### config.mk
export PLATFORM = sky130hd
export DESIGN_NAME = reg_writeback_scoreboard
export DESIGN_NICKNAME = d
export VERILOG_FILES = /design/src/rtl/reg_writeback_scoreboard_pkg.sv /design/src/rtl/reg_writeback_scoreboard_counter.sv /design/src/rtl/reg_writeback_scoreboard.sv
export SDC_FILE = /design/constraint.sdc
export NUM_CORES = 1
export LEC_CHECK = 0
export ABC_AREA = 1
export ABC_CLOCK_PERIOD_IN_PS = 28300
export CAP_MARGIN = 10
export CORE_ASPECT_RATIO = 0.6
export CORE_MARGIN = 5
export CORE_UTILIZATION = 65
export DETAILED_ROUTE_END_ITERATION = 8
export GPL_TIMING_DRIVEN = 0
export MAX_ROUTING_LAYER = met4
export PLACE_DENSITY = 0.92
export SLEW_MARGIN = 20
export SYNTH_ARGS = -nofsm -noshare
export SYNTH_HDL_FRONTEND = slang
export SYNTH_HIERARCHICAL = 1
export SYNTH_SLANG_ARGS = --single-unit
### constraint.sdc
create_clock -name clock_i -period 28.3 [get_ports clock_i]
set_input_delay 5.66 -clock clock_i [delete_from_list [all_inputs] [get_ports clock_i]]
set_output_delay 5.66 -clock clock_i [all_outputs]
set_load 0.02 [all_outputs]
### src/rtl/reg_writeback_scoreboard_pkg.sv
// Shared types and sizing for the register writeback scoreboard.
// Counter width sets the per-register in-flight write limit.
package reg_writeback_scoreboard_pkg;

  localparam int NUM_REGS    = 32;
  localparam int REG_ADDR_W  = 5;
  localparam int CNT_W       = 3;
  localparam int MAX_PENDING = (1 << CNT_W) - 1;
  localparam int TOT_W       = REG_ADDR_W + CNT_W;

  typedef logic [CNT_W-1:0]      pend_cnt_t;
  typedef logic [REG_ADDR_W-1:0] reg_addr_t;

  localparam pend_cnt_t CNT_MAX    = pend_cnt_t'(MAX_PENDING);
  localparam pend_cnt_t CNT_MAX_M1 = pend_cnt_t'(MAX_PENDING - 1);

endpackage

### src/rtl/reg_writeback_scoreboard_counter.sv
// Pending-write counter for one architectural register.
// Applies up to two increments and two decrements per cycle, clamping at zero.
module reg_writeback_scoreboard_counter
  import reg_writeback_scoreboard_pkg::*;
(
  input  logic                  clock_i,
  input  logic                  reset_i,
  input  logic [1:0]            up,
  input  logic [1:0]            dn,
  output pend_cnt_t             count,
  output logic                  busy,
  output logic                  underflow,
  output logic signed [CNT_W:0] delta
);

  logic [CNT_W+1:0] sum;
  logic [CNT_W+1:0] dnExt;
  pend_cnt_t        nextCnt;

  // Net update; more commits than pending writes clamps to zero and flags it
  always_comb begin
    sum       = {2'b00, count} + {{CNT_W{1'b0}}, up};
    dnExt     = {{CNT_W{1'b0}}, dn};
    underflow = sum < dnExt;
    nextCnt   = underflow ? '0 : pend_cnt_t'(sum - dnExt);
    delta     = signed'({1'b0, nextCnt}) - signed'({1'b0, count});
  end

  assign busy = count != '0;

  // Counter state
  always_ff @(posedge clock_i) begin
    if (reset_i) count <= '0;
    else         count <= nextCnt;
  end

endmodule

### src/rtl/reg_writeback_scoreboard.sv
// Per-register in-flight write scoreboard for the dual-pipe issue path.
// Gates issue on counter saturation and answers four busy queries per cycle.
module reg_writeback_scoreboard
  import reg_writeback_scoreboard_pkg::*;
(
  input  logic                  clock_i,
  input  logic                  reset_i,
  input  logic                  issueEnA_i,
  input  logic                  issueEnB_i,
  input  logic [REG_ADDR_W-1:0] issueRegA_i,
  input  logic [REG_ADDR_W-1:0] issueRegB_i,
  output logic                  issueReadyA_o,
  output logic                  issueReadyB_o,
  input  logic                  wbEnA_i,
  input  logic                  wbEnB_i,
  input  logic [REG_ADDR_W-1:0] wbRegA_i,
  input  logic [REG_ADDR_W-1:0] wbRegB_i,
  input  logic [REG_ADDR_W-1:0] queryPA_i,
  input  logic [REG_ADDR_W-1:0] querySA_i,
  input  logic [REG_ADDR_W-1:0] queryPB_i,
  input  logic [REG_ADDR_W-1:0] querySB_i,
  output logic                  busyPA_o,
  output logic                  busySA_o,
  output logic                  busyPB_o,
  output logic                  busySB_o,
  output logic [TOT_W-1:0]      pendingTotal_o,
  output logic                  idle_o,
  output logic                  errUnderflow_o
);

  pend_cnt_t             cnt [NUM_REGS];
  logic [NUM_REGS-1:0]   busyVec;
  logic [NUM_REGS-1:0]   uflowVec;
  logic signed [CNT_W:0] delta [NUM_REGS];
  logic [TOT_W-1:0]      deltaSum;
  logic                  incA;
  logic                  incB;
  logic                  sameIssue;

  assign sameIssue = issueRegA_i == issueRegB_i;

  assign issueReadyA_o = cnt[issueRegA_i] != CNT_MAX;

  assign incA = issueEnA_i & issueReadyA_o;

  assign issueReadyB_o =
    !((cnt[issueRegB_i] == CNT_MAX) ||
      (incA && sameIssue &&
       (cnt[issueRegB_i] == CNT_MAX_M1)));

  assign incB = issueEnB_i & issueReadyB_o;

  for (genvar r = 0; r < NUM_REGS; r++) begin : gCnt
    logic hitIA, hitIB, hitWA, hitWB;
    logic [1:0] up, dn;

    assign hitIA = incA    && (issueRegA_i == REG_ADDR_W'(r));
    assign hitIB = incB    && (issueRegB_i == REG_ADDR_W'(r));
    assign hitWA = wbEnA_i && (wbRegA_i    == REG_ADDR_W'(r));
    assign hitWB = wbEnB_i && (wbRegB_i    == REG_ADDR_W'(r));
    assign up    = {1'b0, hitIA} + {1'b0, hitIB};
    assign dn    = {1'b0, hitWA} + {1'b0, hitWB};

    reg_writeback_scoreboard_counter uCnt (
      .clock_i   (clock_i),
      .reset_i   (reset_i),
      .up        (up),
      .dn        (dn),
      .count     (cnt[r]),
      .busy      (busyVec[r]),
      .underflow (uflowVec[r]),
      .delta     (delta[r])
    );
  end

  assign busyPA_o = busyVec[queryPA_i];
  assign busySA_o = busyVec[querySA_i];
  assign busyPB_o = busyVec[queryPB_i];
  assign busySB_o = busyVec[querySB_i];

  // Net applied change across all registers, sign-extended to total width
  always_comb begin
    deltaSum = '0;
    for (int i = 0; i < NUM_REGS; i++) begin
      deltaSum = deltaSum +
        {{(TOT_W-CNT_W-1){delta[i][CNT_W]}}, delta[i]};
    end
  end

  assign idle_o = pendingTotal_o == '0;

  // Running total of outstanding writes and sticky underflow flag
  always_ff @(posedge clock_i) begin
    if (reset_i) begin
      pendingTotal_o <= '0;
      errUnderflow_o <= 1'b0;
    end else begin
      pendingTotal_o <= pendingTotal_o + deltaSum;
      errUnderflow_o <= errUnderflow_o | (|uflowVec);
    end
  end

endmodule

Word level (Yosys, flattened, before mapping)
Cells that the tools add are included.
{"block": "totals", "reg_bits": 105, "elab_cells": 613, "input_bits": 46}
{"block": "classes", "muxes": 46, "bitwise": 5, "eq_ne": 128, "order_cmp": 38, "reduce_logical": 170, "n_addsub": 192}
{"operator": "5-bit equality test, second input constant", "n": 64}
{"operator": "8-bit adder", "n": 28}
{"operator": "5-bit by 4-bit equality test with 1-bit output, second input constant", "n": 32}
{"operator": "1-bit logical AND", "n": 130}
{"operator": "1-bit by 1-bit adder with 2-bit output", "n": 64}
{"operator": "3-bit by 2-bit adder with 4-bit output", "n": 32}
{"operator": "4-bit by 2-bit < comparator with 1-bit output", "n": 32}
{"operator": "3-bit by 3-bit subtractor with 4-bit output", "n": 32}
{"operator": "3-bit two-way mux", "n": 36}
{"operator": "3-bit nonzero test", "n": 32}
{"operator": "3-bit by 2-bit subtractor with 3-bit output", "n": 32}
{"operator": "5-bit by 3-bit equality test with 1-bit output, second input constant", "n": 16}
{"operator": "5-bit by 2-bit equality test with 1-bit output, second input constant", "n": 8}
{"operator": "32-bit OR reduction", "n": 1}
{"operator": "3-bit binary-select mux with 5-bit select", "n": 2}
{"operator": "5-bit by 6-bit < comparator with 1-bit output, second input constant", "n": 4}
{"operator": "1-bit binary-select mux with 5-bit select", "n": 4}
{"operator": "5-bit by 1-bit equality test with 1-bit output, second input constant", "n": 4}
{"operator": "5-bit logical NOT", "n": 4}
{"operator": "6-bit >= comparator, second input constant", "n": 2}
{"operator": "5-bit NOT with 6-bit output", "n": 2}
{"operator": "7-bit by 4-bit adder with 8-bit output", "n": 1}
{"operator": "8-bit logical NOT", "n": 1}
{"operator": "6-bit by 4-bit adder with 7-bit output", "n": 1}
{"operator": "10 further kinds", "n": 15}

Logic depth before layout (Yosys ltp)
{"block": "logic_depth", "word_depth": 49, "depth_mapped": 56}

Cells and area by module
The synthesis kept the hierarchy.
{"module": "reg_writeback_scoreboard", "seq_area_each_um2": 180.2, "n_inst": 1, "area_each_um2": 9878.2, "cells_each": 1616}
{"module": "reg_writeback_scoreboard_counter (gCnt[0].uCnt ...)", "seq_area_each_um2": 60.1, "n_inst": 26, "area_each_um2": 352.8, "cells_each": 46}
{"module": "reg_writeback_scoreboard_counter (gCnt[31].uCnt ...)", "seq_area_each_um2": 60.1, "n_inst": 6, "area_each_um2": 355.3, "cells_each": 46}

Worst setup path before layout
OpenSTA, ideal clock, no wires.
{"block": "synth_path", "kind": "input to register", "start": "input port issueRegB_i[0]", "end": "register pendingTotal_o[7]", "stages": 47, "setup_ns": 0.115, "path_slack_ns": 13.210, "arrival_time_ns": 14.975, "path_cell_list": "buf_2 > buf_4 > buf_4 > o21ai_0 > nand2_1 > nand2_1 > nand2_1 > nand2_1 > o21ai_0 > nand2_1 > nand2_1 > nor2_1 > nand3_1 > nand3_2 > buf_4 > nor2_1 > ha_1 > ha_1 > [... 11 more ...] > fa_1 > fa_1 > inv_1 > fa_1 > fa_1 > fa_1 > fa_1 > fa_1 > inv_1 > fa_1 > inv_1 > ha_1 > inv_1 > fa_1 > o21bai_1 > a21oi_1 > a21oi_1 > nor2_1"}
{"item": "start: declaration", "line": "reg_writeback_scoreboard.sv:11", "text": "input logic [REG_ADDR_W-1:0] issueRegB_i,"}
{"item": "end signal: assignment", "line": "reg_writeback_scoreboard.sv:98", "text": "pendingTotal_o <= pendingTotal_o + deltaSum;"}
{"item": "end: declaration", "line": "reg_writeback_scoreboard.sv:26", "text": "output logic [TOT_W-1:0] pendingTotal_o,"}

==> impl_results.md <==
- Worst path slowest cell: sky130_fd_sc_hd__nor2_1
- Root Buffer: sky130_fd_sc_hd__clkbuf_16
- Synthesized-area fraction occupied by adder cells: 39.0%
- Number of flops mapped to enable cells by yosys: 0
- Height of the die: approximately 150 um
- Power dissipated by switching net loads: roughly 1.7 mW
- Via count of the routed design: 21,300
- Cell type with the highest occurrence count on the critical path: sky130_fd_sc_hd__fa_1
- Relative slew slack: about an eighth
- Final setup skew: between 15 and 20 ps
- GRT Util Overall: between 40% and 50%
- H-tree depth: 3
- Number of nets in the layout: roughly 3,700
- Via count of the first global-routing pass: approximately 21,000
- Combinational family with the most area after synthesis: adder cells
- Layout cell share with drive strength beyond 1: approximately 7.9%
- I/O pin count: 62
- Count of distinct cell types in the synthesized netlist: 36
- Fmax achieved: between 50 and 60 MHz
- Largest net degree at the start of global routing: 53
- Combinational share of power: around nine tenths
- Clock share of power: 4.4%
- Total power of the final layout: ~3 mW
- Later-pin clock latency in the skew report: approximately 400 ps
- Max_cap viols: 0
- Die X-Extent: 243 um
- Arrival time at the worst endpoint: ~18,000 ps
- Synthesized-area fraction occupied by ao, oa, aoi and oai cells: under 10%
- Share of the core filled with cells in the final layout: 69.9%
- Slowest cell delay on critical path: a little under 1000 ps
- Share of the clock period used by the worst path: 62.1%
- Starting utilization of the core area: about 66%
- Routed Wire Length: between 80,000 and 90,000 um
- Register share of total power: slightly above 6%
- Final hold violation count: 0
- Via density per instance: slightly below 6
- Primary FF master, synth: sky130_fd_sc_hd__dfxtp_1
- Total global routing overflow: 0
- Final-report setup violation count: 0
- Share of synthesized cell area in and, or, nand and nor gates: between 20 and 30%
- Cell area after synthesis: approximately 21,000 sq um
- Die area: 36,400 sq um
- # port buffers: between 50 and 60
- R2R depth: 47
- GPL Wtd Cong: approximately 1.2
- Post-CTS Hold Buffers: 0
- Number of buffers inserted during clock tree synthesis: 9
- CP Class: input pin to register
- Switching fraction of total power: 57.3%
- Core region area: 32,300 sq um
- Clock Pin Slew Worst Setup and Hold Paths: about 90 ps
- Peak supply drop: 1480 uV
- Mux contribution to synthesized area: less than 1%
- Routed wire length per instance: 23.1 um
- Actual transition at the worst max-transition pin: around 1300 ps
- Post-cts resize count: 0
- Crit Path Max Fanout: 10
- TritonCTS sink count: between 100 and 150
- Antenna violations before repair: 1
- Total power density per cell area: roughly 140 nW/um^2
- Element type at the critical path start: input pin
- Detailed Route Iter0 Violations: between 2,000 and 3,000
- Number of flip-flops and latches in the synthesized netlist: 105
- DRT antenna net count: 0
- Layout overhead on the synthesized area: 6.47%
- Period minus WS final: between 15,000 and 20,000 ps
- Setup_tns: 0 ps
- Final HPWL from detailed placement: roughly 70,000 um
- Status: complete, no violations
- Cell-internal power: approximately 1.3 mW
- Post-CTS setup-driven buffer insertion count: 0
- Net Count, Synth: between 3,000 and 4,000
- First drt pass iteration count: 7
- Mean area per synthesized cell: between 6 and 7 sq um
- P_leak: about 12 nW
- Std-Cell Rows: 51
- Fraction of the yosys area taken by sequential cells: under 10%
- Drt drc: 0
- First-pass GRT wire length: 123,000 um
- Critical path capture point type: register
- Gate Count Post-Synth: between 3,000 and 4,000
- Max-slew violations: 0
- Share of flip-flops with an asynchronous set or reset: 0%
- Number of buffers on the longest clock path: 2
- Number of instances on the worst hold path: 2
- Xor and xnor area share after synthesis: ~2%
- Crit path required time: roughly 29,000 ps
- Yosys warning count: 6
- Clock tree from TritonCTS: built
- Unrepaired setup endpoints after global routing: no
- Type of the most critical hold path: register to register
path summary, 6_finish.rpt:
check,from,to,slack (ps)
setup / recovery,issueRegA_i[3],pendingTotal_o[7],10720
hold / removal,errUnderflow_o,errUnderflow_o,530
setup reg to reg,gCnt[5].uCnt/count[2],pendingTotal_o[7],16910
hold reg to reg,errUnderflow_o,errUnderflow_o,530
cells in the mapped netlist (2+ instances only):
master | number | area share (%)
sky130_fd_sc_hd__nand4_1 | 41 | 1.2
sky130_fd_sc_hd__ha_1 | 277 | 16
sky130_fd_sc_hd__xor2_1 | 38 | 1.6
sky130_fd_sc_hd__o22ai_1 | 7 | 0.21
sky130_fd_sc_hd__nand3_1 | 46 | 1.1
sky130_fd_sc_hd__nand3_2 | 33 | 1.6
sky130_fd_sc_hd__inv_2 | 36 | 0.64
sky130_fd_sc_hd__clkbuf_1 | 26 | 0.46
sky130_fd_sc_hd__xnor2_1 | 11 | 0.45
sky130_fd_sc_hd__o221ai_1 | 20 | 0.83
sky130_fd_sc_hd__o21ai_1 | 2 | 0.047
sky130_fd_sc_hd__o211ai_1 | 4 | 0.14
sky130_fd_sc_hd__buf_2 | 18 | 0.43
sky130_fd_sc_hd__nand2_1 | 756 | 13
sky130_fd_sc_hd__buf_4 | 9 | 0.32
sky130_fd_sc_hd__inv_1 | 716 | 13
sky130_fd_sc_hd__nor2_1 | 357 | 6.3
sky130_fd_sc_hd__o21ai_0 | 97 | 2.3
sky130_fd_sc_hd__a211oi_1 | 32 | 1.1
sky130_fd_sc_hd__a32oi_1 | 4 | 0.17
sky130_fd_sc_hd__mux2i_1 | 4 | 0.19
sky130_fd_sc_hd__a21oi_1 | 51 | 1.2
sky130_fd_sc_hd__nor2_2 | 34 | 1.0
sky130_fd_sc_hd__fa_1 | 240 | 23
sky130_fd_sc_hd__nor4_1 | 9 | 0.27
sky130_fd_sc_hd__a31oi_1 | 4 | 0.12
sky130_fd_sc_hd__dfxtp_1 | 105 | 9.9
sky130_fd_sc_hd__nand2_2 | 102 | 3.0
sky130_fd_sc_hd__clkinv_1 | 2 | 0.035
per-stage QoR:
stage,setup slack [ps],hold slack [ps],cells,area [sq um]
5_1_grt,10420,552,3583,22600
3_3_place_gp,11080,498,3565,22200
4_1_cts,11140,534,3582,22600
2_1_floorplan,13210,530,3088,21200
3_5_place_dp,10760,511,3566,22300
6_report,10720,531,3583,22600
state kept, by name, indices dropped and copies added (netlist names):
register,cells
errUnderflow_o,1
gCnt.uCnt/count,96
pendingTotal_o,8
layout make-up:
class,instances,area [sq um]
antenna,1,2.50
buffer,53,255
clock buffer,10,229
clock inverter,6,48.8
fill,2623,9730
inverter,754,2830
multi-input combinational,2176,16000
sequential,105,2100
tap,424,531
timing repair buffer,54,559
cell usage in the layout, fill, tap and decap left out, drive strengths merged, types with 4 or more instances in the layout:
cell type and instances:
clkbuf 36, o22ai 7, nand2 858, o21ai 99
o211ai 4, clkdlybuf4s50 52, nor2 392, fa 240
clkinv 5, a211oi 32, xnor2 11, nor4 9
a21oi 51, a31oi 4, inv 755, buf 29
ha 277, mux2i 4, xor2 38, dfxtp 105
nand4 41, a32oi 4, o221ai 20, nand3 79
cells by family (layout without fill, tap and decap cells):
kind of cell             count (synthesis)  after routing
AND/OR/NAND/NOR                       1383           1383
AO/OA/AOI/OAI                          223            223
flip-flops                             105            105
other                                    0              1
buffers and inverters                  807            877
XOR/XNOR                                49             49
adder cells (fa/ha/maj)                517            517
multiplexers                             4              4
power by group through the flow:
stage / Sequential (mW) / Clock (mW) / Combinational [mW]
6_report: 0.190 / 0.135 / 2.73
5_1_grt: 0.191 / 0.140 / 3.07
4_1_cts: 0.189 / 0.135 / 2.69
3_5_place_dp: 0.193 / 0 / 2.66
3_3_place_gp: 0.193 / 0 / 2.39
2_1_floorplan: 0.193 / 0 / 1.85
critical path: cells and delay by family:
family	cells	cell delay (ps)
adder cells (fa/ha/maj)	15	6850
buffers and inverters	12	1740
AO/OA/AOI/OAI	4	650
AND/OR/NAND/NOR	14	2940
routing by layer:
metal | vias to the layer above | global-route usage [%] | share of wire [%]
met5 | - | - | 0
met4 | 0 | 16.5 | 4.5
met3 | 276 | 22.4 | 18
met2 | 1585 | 64.0 | 39
met1 | 9993 | 60.7 | 39
li1 | 9447 | - | -
Note: power is estimated with default switching activity, not from simulation.
